===== config.mk =====
export PLATFORM = sky130hd
export DESIGN_NAME = hack_mem_arb_flat
export DESIGN_NICKNAME = d
export VERILOG_FILES = /design/src/rtl/hack_mem_pkg.sv /design/src/rtl/hack_mem_arb_if.sv /design/src/rtl/hack_arb_starve_ctr.sv /design/src/rtl/hack_mem_arb.sv /design/src/flat_wrapper.sv
export SDC_FILE = /design/constraint.sdc
export NUM_CORES = 1
export LEC_CHECK = 0
export CAP_MARGIN = 10
export CORE_ASPECT_RATIO = 1.1
export CORE_MARGIN = 2
export CORE_UTILIZATION = 21
export DETAILED_ROUTE_END_ITERATION = 16
export PLACE_DENSITY = 0.9
export SYNTH_ARGS = -nofsm -noshare
export SYNTH_HDL_FRONTEND = slang
export SYNTH_SLANG_ARGS = --single-unit

===== constraint.sdc =====
create_clock -name clk -period 3.06 [get_ports clk]
set_input_delay 0.306 -clock clk [delete_from_list [all_inputs] [get_ports clk]]
set_output_delay 0.306 -clock clk [all_outputs]
set_load 0.05 [all_outputs]

===== src/rtl/hack_mem_pkg.sv =====
// hack_mem_pkg: shared types and default widths for the Hack data-RAM arbiter.
//   DEF_ADDR_W / DEF_DATA_W : default RAM word-address and data widths
//   arb_state_t             : arbiter FSM state
//   gnt_src_t               : which requester owns the RAM port this cycle
package hack_mem_pkg;

  localparam int DEF_ADDR_W = 15;
  localparam int DEF_DATA_W = 16;

  typedef enum logic {
    IDLE,
    CPU_RESP
  } arb_state_t;

  typedef enum logic [1:0] {
    GNT_NONE,
    GNT_CPU,
    GNT_VID
  } gnt_src_t;

endpackage


===== src/rtl/hack_mem_arb_if.sv =====
// hack_mem_arb_if: CPU data port, video reader port and RAM port of the arbiter.
//   slave  : arbiter side (takes requests, drives grants and RAM strobes)
//   master : environment side (CPU, video reader and RAM)
interface hack_mem_arb_if
  import hack_mem_pkg::*;
#(
  parameter int ADDR_W = DEF_ADDR_W,
  parameter int DATA_W = DEF_DATA_W
) ();

  logic              cpu_req;
  logic              cpu_we;
  logic [ADDR_W-1:0] cpu_addr;
  logic [DATA_W-1:0] cpu_wdata;
  logic [DATA_W-1:0] cpu_rdata;
  logic              cpu_stall;

  logic              vid_req;
  logic [ADDR_W-1:0] vid_addr;
  logic              vid_gnt;
  logic              vid_valid;
  logic [DATA_W-1:0] vid_rdata;

  logic              ram_en;
  logic              ram_we;
  logic [ADDR_W-1:0] ram_addr;
  logic [DATA_W-1:0] ram_wdata;
  logic [DATA_W-1:0] ram_rdata;

  modport slave (
    input  cpu_req, cpu_we, cpu_addr, cpu_wdata,
    output cpu_rdata, cpu_stall,
    input  vid_req, vid_addr,
    output vid_gnt, vid_valid, vid_rdata,
    output ram_en, ram_we, ram_addr, ram_wdata,
    input  ram_rdata
  );

  modport master (
    output cpu_req, cpu_we, cpu_addr, cpu_wdata,
    input  cpu_rdata, cpu_stall,
    output vid_req, vid_addr,
    input  vid_gnt, vid_valid, vid_rdata,
    input  ram_en, ram_we, ram_addr, ram_wdata,
    output ram_rdata
  );

endinterface


===== src/rtl/hack_arb_starve_ctr.sv =====
// hack_arb_starve_ctr: counts cycles a video request has waited ungranted.
//   clk, reset : clock, synchronous active-high reset
//   vid_req    : video request pending
//   vid_gnt    : video granted this cycle
//   starve     : count has reached MAX_WAIT; video must be served now
module hack_arb_starve_ctr #(
  parameter int MAX_WAIT = 4
) (
  input  logic clk,
  input  logic reset,
  input  logic vid_req,
  input  logic vid_gnt,
  output logic starve
);

  localparam int CNT_W = $clog2(MAX_WAIT + 1);

  logic [CNT_W-1:0] count;

  always_ff @(posedge clk) begin
    if (reset) begin
      count <= '0;
    end else if (vid_gnt || !vid_req) begin
      count <= '0;
    end else if (count != CNT_W'(MAX_WAIT)) begin
      count <= count + 1'b1;
    end
  end

  assign starve = (count == CNT_W'(MAX_WAIT));

endmodule


===== src/rtl/hack_mem_arb.sv =====
// hack_mem_arb: single-port data-RAM arbiter between the Hack CPU data port
// and the video scan-out reader. CPU has priority; CPU reads take two cycles
// (stall, then data), writes complete in their grant cycle.
//   clk, reset : clock, synchronous active-high reset
//   bus        : hack_mem_arb_if.slave (CPU, video and RAM ports)
// Build option: define HACK_ARB_STARVE_GUARD_EN to force a video grant after
// MAX_WAIT ungranted cycles even while the CPU is requesting.
//
// state    | meaning
// ---------+-----------------------------------------------
// IDLE     | no CPU read outstanding
// CPU_RESP | granted CPU read returns; only video may be granted
module hack_mem_arb
  import hack_mem_pkg::*;
#(
  parameter int ADDR_W   = DEF_ADDR_W,
  parameter int DATA_W   = DEF_DATA_W,
  parameter int MAX_WAIT = 4
) (
  input  logic            clk,
  input  logic            reset,
  hack_mem_arb_if.slave   bus
);

  if (MAX_WAIT < 1) begin : g_bad_max_wait
    $error("hack_mem_arb: MAX_WAIT must be at least 1");
  end

  arb_state_t        state, state_nxt;
  gnt_src_t          gnt_src;
  logic              starve;
  logic              cpu_wr_gnt;
  logic              vid_gnt;
  logic              vid_valid_q;
  logic              ram_en;
  logic              ram_we;
  logic              cpu_stall;
  logic [ADDR_W-1:0] addr_mux;
  logic [DATA_W-1:0] wdata;

`ifdef HACK_ARB_STARVE_GUARD_EN
  hack_arb_starve_ctr #(
    .MAX_WAIT (MAX_WAIT)
  ) u_starve_ctr (
    .clk     (clk),
    .reset   (reset),
    .vid_req (bus.vid_req),
    .vid_gnt (vid_gnt),
    .starve  (starve)
  );
`else
  assign starve = 1'b0;
`endif

  always_ff @(posedge clk) begin
    if (reset) begin
      state       <= IDLE;
      vid_valid_q <= 1'b0;
    end else begin
      state       <= state_nxt;
      vid_valid_q <= vid_gnt;
    end
  end

  // In CPU_RESP the CPU request is the one already in flight, so it is
  // never re-granted; the port is free for video.
  always_comb begin
    gnt_src = GNT_NONE;
    if (!reset) begin
      if (state == IDLE) begin
        if (bus.cpu_req && !starve) begin
          gnt_src = GNT_CPU;
        end else if (bus.vid_req) begin
          gnt_src = GNT_VID;
        end
      end else if (bus.vid_req) begin
        gnt_src = GNT_VID;
      end
    end
  end

  always_comb begin
    cpu_wr_gnt = (gnt_src == GNT_CPU) && bus.cpu_we;
    vid_gnt    = (gnt_src == GNT_VID);
    ram_en     = (gnt_src != GNT_NONE);
    ram_we     = cpu_wr_gnt;
    addr_mux   = vid_gnt ? bus.vid_addr : bus.cpu_addr;
    wdata      = bus.cpu_wdata;
    cpu_stall  = !reset && bus.cpu_req && !cpu_wr_gnt && (state != CPU_RESP);
    state_nxt  = IDLE;
    if ((state == IDLE) && (gnt_src == GNT_CPU) && !bus.cpu_we) begin
      state_nxt = CPU_RESP;
    end
  end

  assign bus.ram_en    = ram_en;
  assign bus.ram_we    = ram_we;
  assign bus.ram_addr  = addr_mux;
  assign bus.ram_wdata = wdata;
  assign bus.cpu_stall = cpu_stall;
  assign bus.vid_gnt   = vid_gnt;
  assign bus.vid_valid = vid_valid_q;
  // RAM read data is shared; each consumer knows when it is meaningful.
  assign bus.cpu_rdata = bus.ram_rdata;
  assign bus.vid_rdata = bus.ram_rdata;

endmodule

===== src/flat_wrapper.sv =====
// flat-port wrapper written by rule: the top's interface ports become plain ports
module hack_mem_arb_flat import hack_mem_pkg::*;
#(
  parameter int ADDR_W   = DEF_ADDR_W,
  parameter int DATA_W   = DEF_DATA_W,
  parameter int MAX_WAIT = 4
)
  (clk, reset, bus_cpu_req, bus_cpu_we, bus_cpu_addr, bus_cpu_wdata, bus_cpu_rdata, bus_cpu_stall, bus_vid_req, bus_vid_addr, bus_vid_gnt, bus_vid_valid, bus_vid_rdata, bus_ram_en, bus_ram_we, bus_ram_addr, bus_ram_wdata, bus_ram_rdata);
  hack_mem_arb_if #(.ADDR_W(ADDR_W), .DATA_W(DATA_W)) bus_i ();
  input  logic clk;
  input  logic reset;
  input wire logic [$bits(bus_i.cpu_req)-1:0] bus_cpu_req;
  input wire logic [$bits(bus_i.cpu_we)-1:0] bus_cpu_we;
  input wire logic [$bits(bus_i.cpu_addr)-1:0] bus_cpu_addr;
  input wire logic [$bits(bus_i.cpu_wdata)-1:0] bus_cpu_wdata;
  output wire logic [$bits(bus_i.cpu_rdata)-1:0] bus_cpu_rdata;
  output wire logic [$bits(bus_i.cpu_stall)-1:0] bus_cpu_stall;
  input wire logic [$bits(bus_i.vid_req)-1:0] bus_vid_req;
  input wire logic [$bits(bus_i.vid_addr)-1:0] bus_vid_addr;
  output wire logic [$bits(bus_i.vid_gnt)-1:0] bus_vid_gnt;
  output wire logic [$bits(bus_i.vid_valid)-1:0] bus_vid_valid;
  output wire logic [$bits(bus_i.vid_rdata)-1:0] bus_vid_rdata;
  output wire logic [$bits(bus_i.ram_en)-1:0] bus_ram_en;
  output wire logic [$bits(bus_i.ram_we)-1:0] bus_ram_we;
  output wire logic [$bits(bus_i.ram_addr)-1:0] bus_ram_addr;
  output wire logic [$bits(bus_i.ram_wdata)-1:0] bus_ram_wdata;
  input wire logic [$bits(bus_i.ram_rdata)-1:0] bus_ram_rdata;
  assign bus_i.cpu_req = bus_cpu_req;
  assign bus_i.cpu_we = bus_cpu_we;
  assign bus_i.cpu_addr = bus_cpu_addr;
  assign bus_i.cpu_wdata = bus_cpu_wdata;
  assign bus_cpu_rdata = bus_i.cpu_rdata;
  assign bus_cpu_stall = bus_i.cpu_stall;
  assign bus_i.vid_req = bus_vid_req;
  assign bus_i.vid_addr = bus_vid_addr;
  assign bus_vid_gnt = bus_i.vid_gnt;
  assign bus_vid_valid = bus_i.vid_valid;
  assign bus_vid_rdata = bus_i.vid_rdata;
  assign bus_ram_en = bus_i.ram_en;
  assign bus_ram_we = bus_i.ram_we;
  assign bus_ram_addr = bus_i.ram_addr;
  assign bus_ram_wdata = bus_i.ram_wdata;
  assign bus_i.ram_rdata = bus_ram_rdata;
  hack_mem_arb #(.ADDR_W(ADDR_W), .DATA_W(DATA_W), .MAX_WAIT(MAX_WAIT)) u_core (.clk(clk), .reset(reset), .bus(bus_i));
endmodule

==> Word-level counts from Yosys, hierarchy flattened <==
Index checks and enable logic that the tools add are counted.
Widths: inputs -> output; s select.
{ "totals": {"latchBits": 0, "out_inout_bits": 68, "mem_bits_ro": 0, "wordCells": 21, "in_bits": 67, "regBits": 2, "n_memories": 0, "ramBits": 0} }
{ "classes": {"shifts": 0, "eq_ne": 2, "div": 0, "add_sub_neg": 0, "bitwise_logic": 1, "order_cmp": 0, "n_mul": 0, "reduce_logical": 10, "mux": 6} }
{ "op_table": {"columns": ["operator", "count"], "rows": [
  ["$mux 15", 1],
  ["$mux 2", 4],
  ["$logic_and 1x1->1", 6],
  ["$logic_not 1->1", 3],
  ["$eq 2x1->1 const B", 1],
  ["$eq 2x2->1 const B", 1],
  ["$reduce_bool 2->1", 1],
  ["$mux 1", 1],
  ["$not 1->1", 1]
]} }

==> Logic depth before layout (Yosys ltp) <==
Gate-level depths: netlist (run 1).
{ "depth": {"depth_word": 9, "depth_mapped": 4, "depth_no_buf": 3} }

==> Worst setup path before layout (run 1) <==
Ideal clock, no wire load.
{ "synth_path": {"kind": "input to output", "startpoint": "input port bus_cpu_req", "endpoint": "output port bus_cpu_stall", "n_path_buf": 0, "slack_ns": 1.083, "required_time_ns": 2.754, "arrival_ns": 1.671, "path_stages": 2, "cell_sequence": "nor2b_4 -> nor3b_1"} }
{ "synth_via": {"elab_chain_cells": 8, "word_cells_on_any_way": 9, "cone_classes": "eq/ne (1); mux (3); reduce/logical (5)"} }
{ "synth_rtl": {"columns": ["item", "line", "rtl"], "rows": [
  ["start: declaration", "flat_wrapper.sv:12", "input wire logic [$bits(bus_i.cpu_req)-1:0] bus_cpu_req;"],
  ["$mux 2", "hack_mem_arb.sv:71", "if (bus.cpu_req && !starve) begin"],
  ["$mux 2", "hack_mem_arb.sv:70", "if (state == IDLE) begin"],
  ["$mux 2", "hack_mem_arb.sv:69", "if (!reset) begin"],
  ["$eq 2x1->1", "hack_mem_arb.sv:83", "cpu_wr_gnt = (gnt_src == GNT_CPU) && bus.cpu_we;"],
  ["$logic_and 1x1->1", "hack_mem_arb.sv:83", null],
  ["$logic_not 1->1", "hack_mem_arb.sv:89", "cpu_stall = !reset && bus.cpu_req && !cpu_wr_gnt && (state != CPU_RESP);"],
  ["$logic_and 1x1->1 * (2 in a row)", "hack_mem_arb.sv:89", null],
  ["end: declaration", "flat_wrapper.sv:17", "output wire logic [$bits(bus_i.cpu_stall)-1:0] bus_cpu_stall;"]
]} }
Every way passes the cells marked *; elsewhere a longest branch is shown, timed or not.

==> Final worst setup path (run 1) <==
Ends and elaborated chain as after synthesis.

==> flow_results.xml, run 1 <==
<?xml version="1.0" encoding="UTF-8"?>
<metrics>
  <group name="clock_network">
    <metric name="clock_insertion_delay_worst_skew" unit="ns">0.22</metric>
    <metric name="cts_htree_levels" unit="">1</metric>
    <metric name="postCtsHoldBufs" unit="">0</metric>
    <metric name="post-cts-setup-buffer-count" unit="">0</metric>
    <metric name="max-clock-path-buffers" unit="">2</metric>
    <metric name="root_buffer" unit="">clkbuf_4</metric>
    <metric name="clkSlewWorstSetupHoldPaths" unit="ns">0.03</metric>
    <metric name="numClockSinks" unit="">2</metric>
    <metric name="tritoncts" unit="">yes</metric>
    <metric name="post_cts_resized" unit="">0</metric>
    <metric name="numCtsBuffers" unit="">3</metric>
  </group>
  <group name="power_and_ir_drop">
    <metric name="switchingPower" unit="uW">109</metric>
    <metric name="pwr-share-comb" unit="%">70.1</metric>
    <metric name="p_seq_share" unit="%">9.8</metric>
    <metric name="power.internal" unit="uW">178</metric>
    <metric name="p_leak" unit="uW">0.000416</metric>
    <metric name="ir_drop" unit="mV">0.193</metric>
    <metric name="switching_share" unit="%">38.1</metric>
    <metric name="power.clock.fraction" unit="%">20.1</metric>
    <metric name="design_power_total" unit="uW">287</metric>
    <metric name="power-per-cell-area" unit="nW/um^2">287</metric>
  </group>
  <group name="floorplanning">
    <metric name="die_area" unit="sq um">3790</metric>
    <metric name="dieWidth" unit="um">58.9</metric>
    <metric name="die_height" unit="um">64.4</metric>
    <metric name="io_pins" unit="">135</metric>
    <metric name="num_rows" unit="">21</metric>
    <metric name="start_util" unit="%">22.4</metric>
    <metric name="placeableCoreArea" unit="sq um">3100</metric>
  </group>
  <group name="sta">
    <metric name="finalCriticalPeriod" unit="ns">2.36</metric>
    <metric name="fin_max_slew_vios" unit="">0</metric>
    <metric name="finalSetupTns" unit="ns">0</metric>
    <metric name="layout_worst_path_cycle_share" unit="%">77.1</metric>
    <metric name="timing_hold_violations_final" unit="">0</metric>
    <metric name="max-slew-margin-rel" unit="%">66.0</metric>
    <metric name="rsz0062_at_grt" unit="">false</metric>
    <metric name="timing.fmax" unit="MHz">424</metric>
    <metric name="final.setup_skew" unit="ns">0.00219</metric>
    <metric name="report.final.setup_viol" unit="">0</metric>
    <metric name="postLayoutSetupSlackWorst" unit="ns">0.700</metric>
    <metric name="max_slew.worst_pin.slew" unit="ns">0.508</metric>
  </group>
  <group name="hold_path">
    <metric name="worst_hold_path.num_cells" unit="">2</metric>
    <metric name="worstHoldPathType" unit="">reg -&gt; reg</metric>
    <metric name="worst_hold_startpoint" unit="">u_core.state</metric>
    <metric name="timing.hold.worst_endpoint" unit="">u_core.state</metric>
  </group>
  <group name="run_status">
    <metric name="failed_checks" unit="">design-rule violations</metric>
    <metric name="status" unit="">finished, violations left</metric>
  </group>
  <group name="cells_and_area">
    <metric name="sequential_cell_area" unit="sq um">40.0</metric>
    <metric name="final_core_util" unit="%">32.3</metric>
    <metric name="nNetsFinal" unit="">152</metric>
    <metric name="n_antenna_cell" unit="">0</metric>
    <metric name="nFillCells" unit="">313</metric>
    <metric name="layout-area-overhead-vs-synth" unit="%">43.9</metric>
    <metric name="share_of_post_route_cells_with_drive_strength_above_1" unit="%">45.8</metric>
    <metric name="multi_input_area" unit="sq um">275</metric>
  </group>
  <group name="setup_path">
    <metric name="arr_time_crit_path" unit="ns">2.05</metric>
    <metric name="critical_path_required" unit="ns">2.75</metric>
    <metric name="crit-reg2reg-launch" unit="">u_core.state</metric>
    <metric name="cp-start-kind" unit="">input pin</metric>
    <metric name="timing.rr.end" unit="">u_core.state</metric>
    <metric name="worstSetupPathType" unit="">in -&gt; out</metric>
    <metric name="rr_worst_depth" unit="">2</metric>
    <metric name="regToRegSetupSlack" unit="ns">2.30</metric>
    <metric name="worst_setup_path_end_kind" unit="">output port</metric>
    <metric name="critPathMaxFanout" unit="">6</metric>
  </group>
  <group name="synth">
    <metric name="post_synth_instance_area" unit="sq um">696</metric>
    <metric name="count_of_distinct_cell_types_in_the_synthesized_netlist" unit="">10</metric>
    <metric name="mappedNetlistNets" unit="">141</metric>
    <metric name="post_synth.cell_area_avg" unit="sq um">9.40</metric>
    <metric name="netlist.top_cell.by_area" unit="">buf_4</metric>
    <metric name="yosys_synthesis_warning_count" unit="">0</metric>
    <metric name="synthCells" unit="">74</metric>
    <metric name="seq_total_area_yosys" unit="%">5.76</metric>
    <metric name="synth_area_leaders" unit="">buf_4, mux2_4, mux2_2, dfxtp_1, nor3b_1</metric>
    <metric name="synth_largest_type_area_fraction" unit="%">51.8</metric>
    <metric name="synth_seq_cells" unit="">2</metric>
  </group>
  <group name="place">
    <metric name="gp_congestion" unit="">0.633</metric>
    <metric name="numPortBuffers" unit="">54</metric>
    <metric name="dpl_worst_slack" unit="ns">0.672</metric>
  </group>
  <group name="detailed_routing">
    <metric name="post_route_drc_violation_count" unit="">9</metric>
    <metric name="drt_iter0_markers" unit="">26</metric>
    <metric name="drtPass1Iterations" unit="">9</metric>
    <metric name="route.antenna.remaining_nets" unit="">0</metric>
    <metric name="drt-wirelength-per-cell" unit="um">12.8</metric>
    <metric name="via_count_normalized_by_instance_count" unit="">4.16</metric>
    <metric name="aggregate_routed_wire_length" unit="um">1500</metric>
    <metric name="vias" unit="">487</metric>
  </group>
  <group name="global_routing">
    <metric name="antenna_found_initial" unit="">0</metric>
    <metric name="vias_in_the_first_global_route" unit="">548</metric>
    <metric name="grt_first_pass_wirelength" unit="um">2310</metric>
    <metric name="grt_max_degree" unit="">14</metric>
    <metric name="globalRouteTotalUtil" unit="%">7.68</metric>
    <metric name="overflow" unit="">0</metric>
  </group>
  <group name="run">
    <metric name="cap_viol_max_count" unit="">0</metric>
  </group>
</metrics>
## through the flow
step | instance area, sq um | hold slack, ns | std cells
final | 1000 | 0.585 | 117
after floorplan | 696 | 0.381 | 74
after global routing | 1000 | 0.598 | 117
after CTS | 1000 | 0.589 | 117
after detailed placement | 978 | 0.585 | 114
after global placement | 978 | 0.581 | 114
## worst max path at each step
stage	slack (ns)	to	depth (start not counted)	startpoint
6_report	0.70	bus_cpu_stall	4	bus_cpu_req
5_1_grt	0.62	bus_ram_addr[14]	5	reset
4_1_cts	0.68	bus_cpu_stall	4	bus_cpu_req
3_5_place_dp	0.67	bus_cpu_stall	4	bus_cpu_req
3_3_place_gp	0.79	bus_cpu_stall	4	bus_cpu_req
2_1_floorplan	1.08	bus_cpu_stall	2	bus_cpu_req
## power groups by stage
stage / combinational, uW / clock [uW] / sequential [uW]
after floorplan: 268 / 0 / 30.5
after global placement: 200 / 0 / 28.4
after detailed placement: 202 / 0 / 28.3
after CTS: 203 / 61.0 / 28.0
after global routing: 210 / 63.4 / 28.1
final: 201 / 57.8 / 28.0
## registers in the layout, indices dropped and copies added (netlist names)
| register | flops |
|---|---|
| u_core.state | 1 |
| u_core.bus.vid_valid | 1 |
## cells by family (layout without fill, tap and decap cells)
logic type	after synthesis	in the layout	share of synthesized area, %
flops	2	2	5.76
buf+inv	49	58	54.7
mux	15	15	29.1
simple gates	8	8	10.4
## cells in the mapped netlist
library cell  number
nor2b_4            1
mux2_2             6
nor3b_4            1
nor2_1             2
dfxtp_1            2
and3b_2            1
buf_4             48
nor3b_1            3
buf_12             1
mux2_4             9
## area by class of cell
cell class	count	area share, %
timing repair buffer	55	62.0
multi-input combinational	23	27.5
clock buffer	3	2.25
tap	34	4.25
sequential	2	4.00
## worst max-delay path, cell delays in order
cell	delay [ns]
clkdlybuf4s50_1	0.45
nor2b_4	0.21
nor3b_1	0.24
clkdlybuf4s50_1	0.85
## cell usage in the layout, fill, tap and decap left out, drive strengths merged
| cell type | n |
|---|---|
| clkbuf | 3 |
| nor3b | 4 |
| and3b | 1 |
| clkdlybuf4s50 | 38 |
| buf | 17 |
| dfxtp | 2 |
| nor2 | 2 |
| nor2b | 1 |
| mux2 | 15 |
## layer usage
layer / wire [um] / GRT usage, %
met1: 424 / 6.62
met2: 705 / 12.8
met3: 356 / 6.68
met4: 16 / 2.56
met5: 0 / 0
No activity file was read; power rests on OpenSTA's default activity.
==> run 2: changes to the inputs <==
--- a/config.mk
+++ b/config.mk
@@ -8,9 +8,9 @@
 export CAP_MARGIN = 10
 export CORE_ASPECT_RATIO = 1.1
 export CORE_MARGIN = 2
-export CORE_UTILIZATION = 21
+export CORE_UTILIZATION = 20
 export DETAILED_ROUTE_END_ITERATION = 16
-export PLACE_DENSITY = 0.9
+export PLACE_DENSITY = 0.87
 export SYNTH_ARGS = -nofsm -noshare
 export SYNTH_HDL_FRONTEND = slang
 export SYNTH_SLANG_ARGS = --single-unit
==> constraint.sdc (replaced) <==
create_clock -name clk -period 2.34 [get_ports clk]
set_input_delay 0.234 -clock clk [delete_from_list [all_inputs] [get_ports clk]]
set_output_delay 0.234 -clock clk [all_outputs]
set_load 0.05 [all_outputs]
==> flow_results.xml, run 2 (same netlist as run 1, synthesis figures left out) <==
<?xml version="1.0" encoding="UTF-8"?>
<metrics>
  <group name="sta">
    <metric name="rsz0062_at_grt" unit="">false</metric>
    <metric name="max-slew-margin-rel" unit="%">66.4</metric>
    <metric name="max_slew.worst_pin.slew" unit="ns">0.503</metric>
    <metric name="report.final.setup_viol" unit="">0</metric>
    <metric name="final.setup_skew" unit="ns">0.000355</metric>
    <metric name="timing.fmax" unit="MHz">494</metric>
    <metric name="finalSetupTns" unit="ns">0</metric>
    <metric name="finalCriticalPeriod" unit="ns">2.02</metric>
    <metric name="layout_worst_path_cycle_share" unit="%">86.4</metric>
    <metric name="timing_hold_violations_final" unit="">0</metric>
    <metric name="fin_max_slew_vios" unit="">0</metric>
    <metric name="hold_slack" unit="ns">0.468</metric>
  </group>
  <group name="clock_network">
    <metric name="post-cts-setup-buffer-count" unit="">0</metric>
    <metric name="tritoncts" unit="">yes</metric>
    <metric name="clock_insertion_delay_worst_skew" unit="ns">0.22</metric>
    <metric name="postCtsHoldBufs" unit="">0</metric>
    <metric name="post_cts_resized" unit="">0</metric>
    <metric name="root_buffer" unit="">clkbuf_4</metric>
    <metric name="numClockSinks" unit="">2</metric>
    <metric name="cts_htree_levels" unit="">1</metric>
    <metric name="numCtsBuffers" unit="">3</metric>
    <metric name="max-clock-path-buffers" unit="">2</metric>
  </group>
  <group name="power_and_ir_drop">
    <metric name="power.clock.fraction" unit="%">20.2</metric>
    <metric name="p_leak" unit="uW">0.000427</metric>
    <metric name="ir_drop" unit="mV">0.241</metric>
    <metric name="power-per-cell-area" unit="nW/um^2">368</metric>
    <metric name="switching_share" unit="%">38.3</metric>
    <metric name="power.internal" unit="uW">235</metric>
    <metric name="switchingPower" unit="uW">146</metric>
    <metric name="pwr-share-comb" unit="%">70.2</metric>
    <metric name="p_seq_share" unit="%">9.6</metric>
  </group>
  <group name="floorplanning">
    <metric name="dieWidth" unit="um">60.2</metric>
    <metric name="die_height" unit="um">65.9</metric>
    <metric name="placeableCoreArea" unit="sq um">3330</metric>
    <metric name="die_area" unit="sq um">3970</metric>
    <metric name="num_rows" unit="">22</metric>
    <metric name="io_pins" unit="">135</metric>
    <metric name="start_util" unit="%">20.9</metric>
  </group>
  <group name="detailed_routing">
    <metric name="route.antenna.remaining_nets" unit="">0</metric>
    <metric name="via_count_normalized_by_instance_count" unit="">3.86</metric>
    <metric name="post_route_drc_violation_count" unit="">0</metric>
    <metric name="drtPass1Iterations" unit="">2</metric>
    <metric name="aggregate_routed_wire_length" unit="um">1640</metric>
    <metric name="vias" unit="">506</metric>
    <metric name="drt_iter0_markers" unit="">7</metric>
    <metric name="drt-wirelength-per-cell" unit="um">12.5</metric>
  </group>
  <group name="cells_and_area">
    <metric name="layout_common_cells" unit="">clkdlybuf4s50_1, buf_12, mux2_4, buf_4, mux2_2</metric>
    <metric name="most_common_cell_after_layout_fill_and_taps_aside" unit="">clkdlybuf4s50_1</metric>
    <metric name="nNetsFinal" unit="">152</metric>
    <metric name="n_antenna_cell" unit="">0</metric>
    <metric name="nFillCells" unit="">354</metric>
    <metric name="share_of_post_route_cells_with_drive_strength_above_1" unit="%">49.4</metric>
    <metric name="layout-area-overhead-vs-synth" unit="%">48.9</metric>
  </group>
  <group name="setup_path">
    <metric name="critical-path-slowest-cell" unit="">clkdlybuf4s50_1</metric>
    <metric name="cp_cell_sequence" unit="">clkdlybuf4s50_1, nor3b_4, buf_12, mux2_2, buf_4</metric>
    <metric name="cp-start-kind" unit="">input pin</metric>
    <metric name="crit_path_max_incr_delay" unit="ns">0.54</metric>
    <metric name="arr_time_crit_path" unit="ns">1.79</metric>
    <metric name="worst_setup_path_end_kind" unit="">output port</metric>
    <metric name="critPathMaxFanout" unit="">16</metric>
    <metric name="worstSetupPathType" unit="">in -&gt; out</metric>
    <metric name="critical_path_required" unit="ns">2.11</metric>
  </group>
  <group name="global_routing">
    <metric name="antenna_found_initial" unit="">0</metric>
    <metric name="overflow" unit="">0</metric>
    <metric name="vias_in_the_first_global_route" unit="">510</metric>
    <metric name="grt_first_pass_wirelength" unit="um">2380</metric>
    <metric name="globalRouteTotalUtil" unit="%">8.17</metric>
    <metric name="grt_max_degree" unit="">17</metric>
  </group>
  <group name="place">
    <metric name="numPortBuffers" unit="">54</metric>
    <metric name="gp_congestion" unit="">0.603</metric>
  </group>
  <group name="hold_path">
    <metric name="worstHoldPathType" unit="">in -&gt; out</metric>
  </group>
  <group name="run_status">
    <metric name="status" unit="">completed</metric>
  </group>
  <group name="run">
    <metric name="cap_viol_max_count" unit="">0</metric>
  </group>
</metrics>
-- run 2: path summary, 6_finish.rpt --
kind	from	cells after the start	slack [ns]	endpoint
worst max-delay path	reset	5	0.32	bus_ram_addr[2]
worst min-delay path	bus_cpu_wdata[12]	0	0.47	bus_ram_wdata[12]
worst max register to register	u_core.state	2	1.58	u_core.state
worst min register to register	u_core.state	2	0.59	u_core.state
-- run 2: worst max-delay path, delay by kind of cell --
family                 cells  cell delay [ns]
buffers and inverters      3             0.92
muxes                      1             0.35
and+or+nand+nor            1             0.28
-- run 2: cell type report --
type / instances / area, sq um / area share [%]
Clock buffer: 3 / 22.5 / 2.17
Multi-Input combinational cell: 23 / 275 / 26.6
Sequential cell: 2 / 40.0 / 3.86
Tap cell: 48 / 60.1 / 5.80
Timing Repair Buffer: 55 / 638 / 61.6
-- run 2: through the flow --
stage          total power [uW]  instances  util, %  worst slack, ns  instance area, sq um
2_1_floorplan               391         74        -            0.451                   696
3_3_place_gp                304        128     30.4            0.376                  1010
3_5_place_dp                307        128     30.4            0.317                  1010
4_1_cts                     391        131     31.1            0.309                  1040
5_1_grt                     400        131     31.1            0.237                  1040
6_report                    382        131     31.1            0.317                  1040
-- run 2: power groups by stage --
| stage | Clock [uW] | Sequential [uW] | Combinational (uW) |
|---|---|---|---|
| 2_1_floorplan | 0 | 39.8 | 351 |
| 3_3_place_gp | 0 | 37.0 | 267 |
| 3_5_place_dp | 0 | 37.0 | 270 |
| 4_1_cts | 83.2 | 36.5 | 271 |
| 5_1_grt | 84.7 | 36.6 | 279 |
| 6_report | 77.2 | 36.5 | 268 |
-- run 2: layer usage --
metal | part of all wire, % | track usage, % | vias up
li1 | - | - | 213
met1 | 28 | 7.64 | 222
met2 | 51 | 12.9 | 64
met3 | 20 | 5.68 | 7
met4 | 1.0 | 4.72 | 0
met5 | 0 | 0 | -
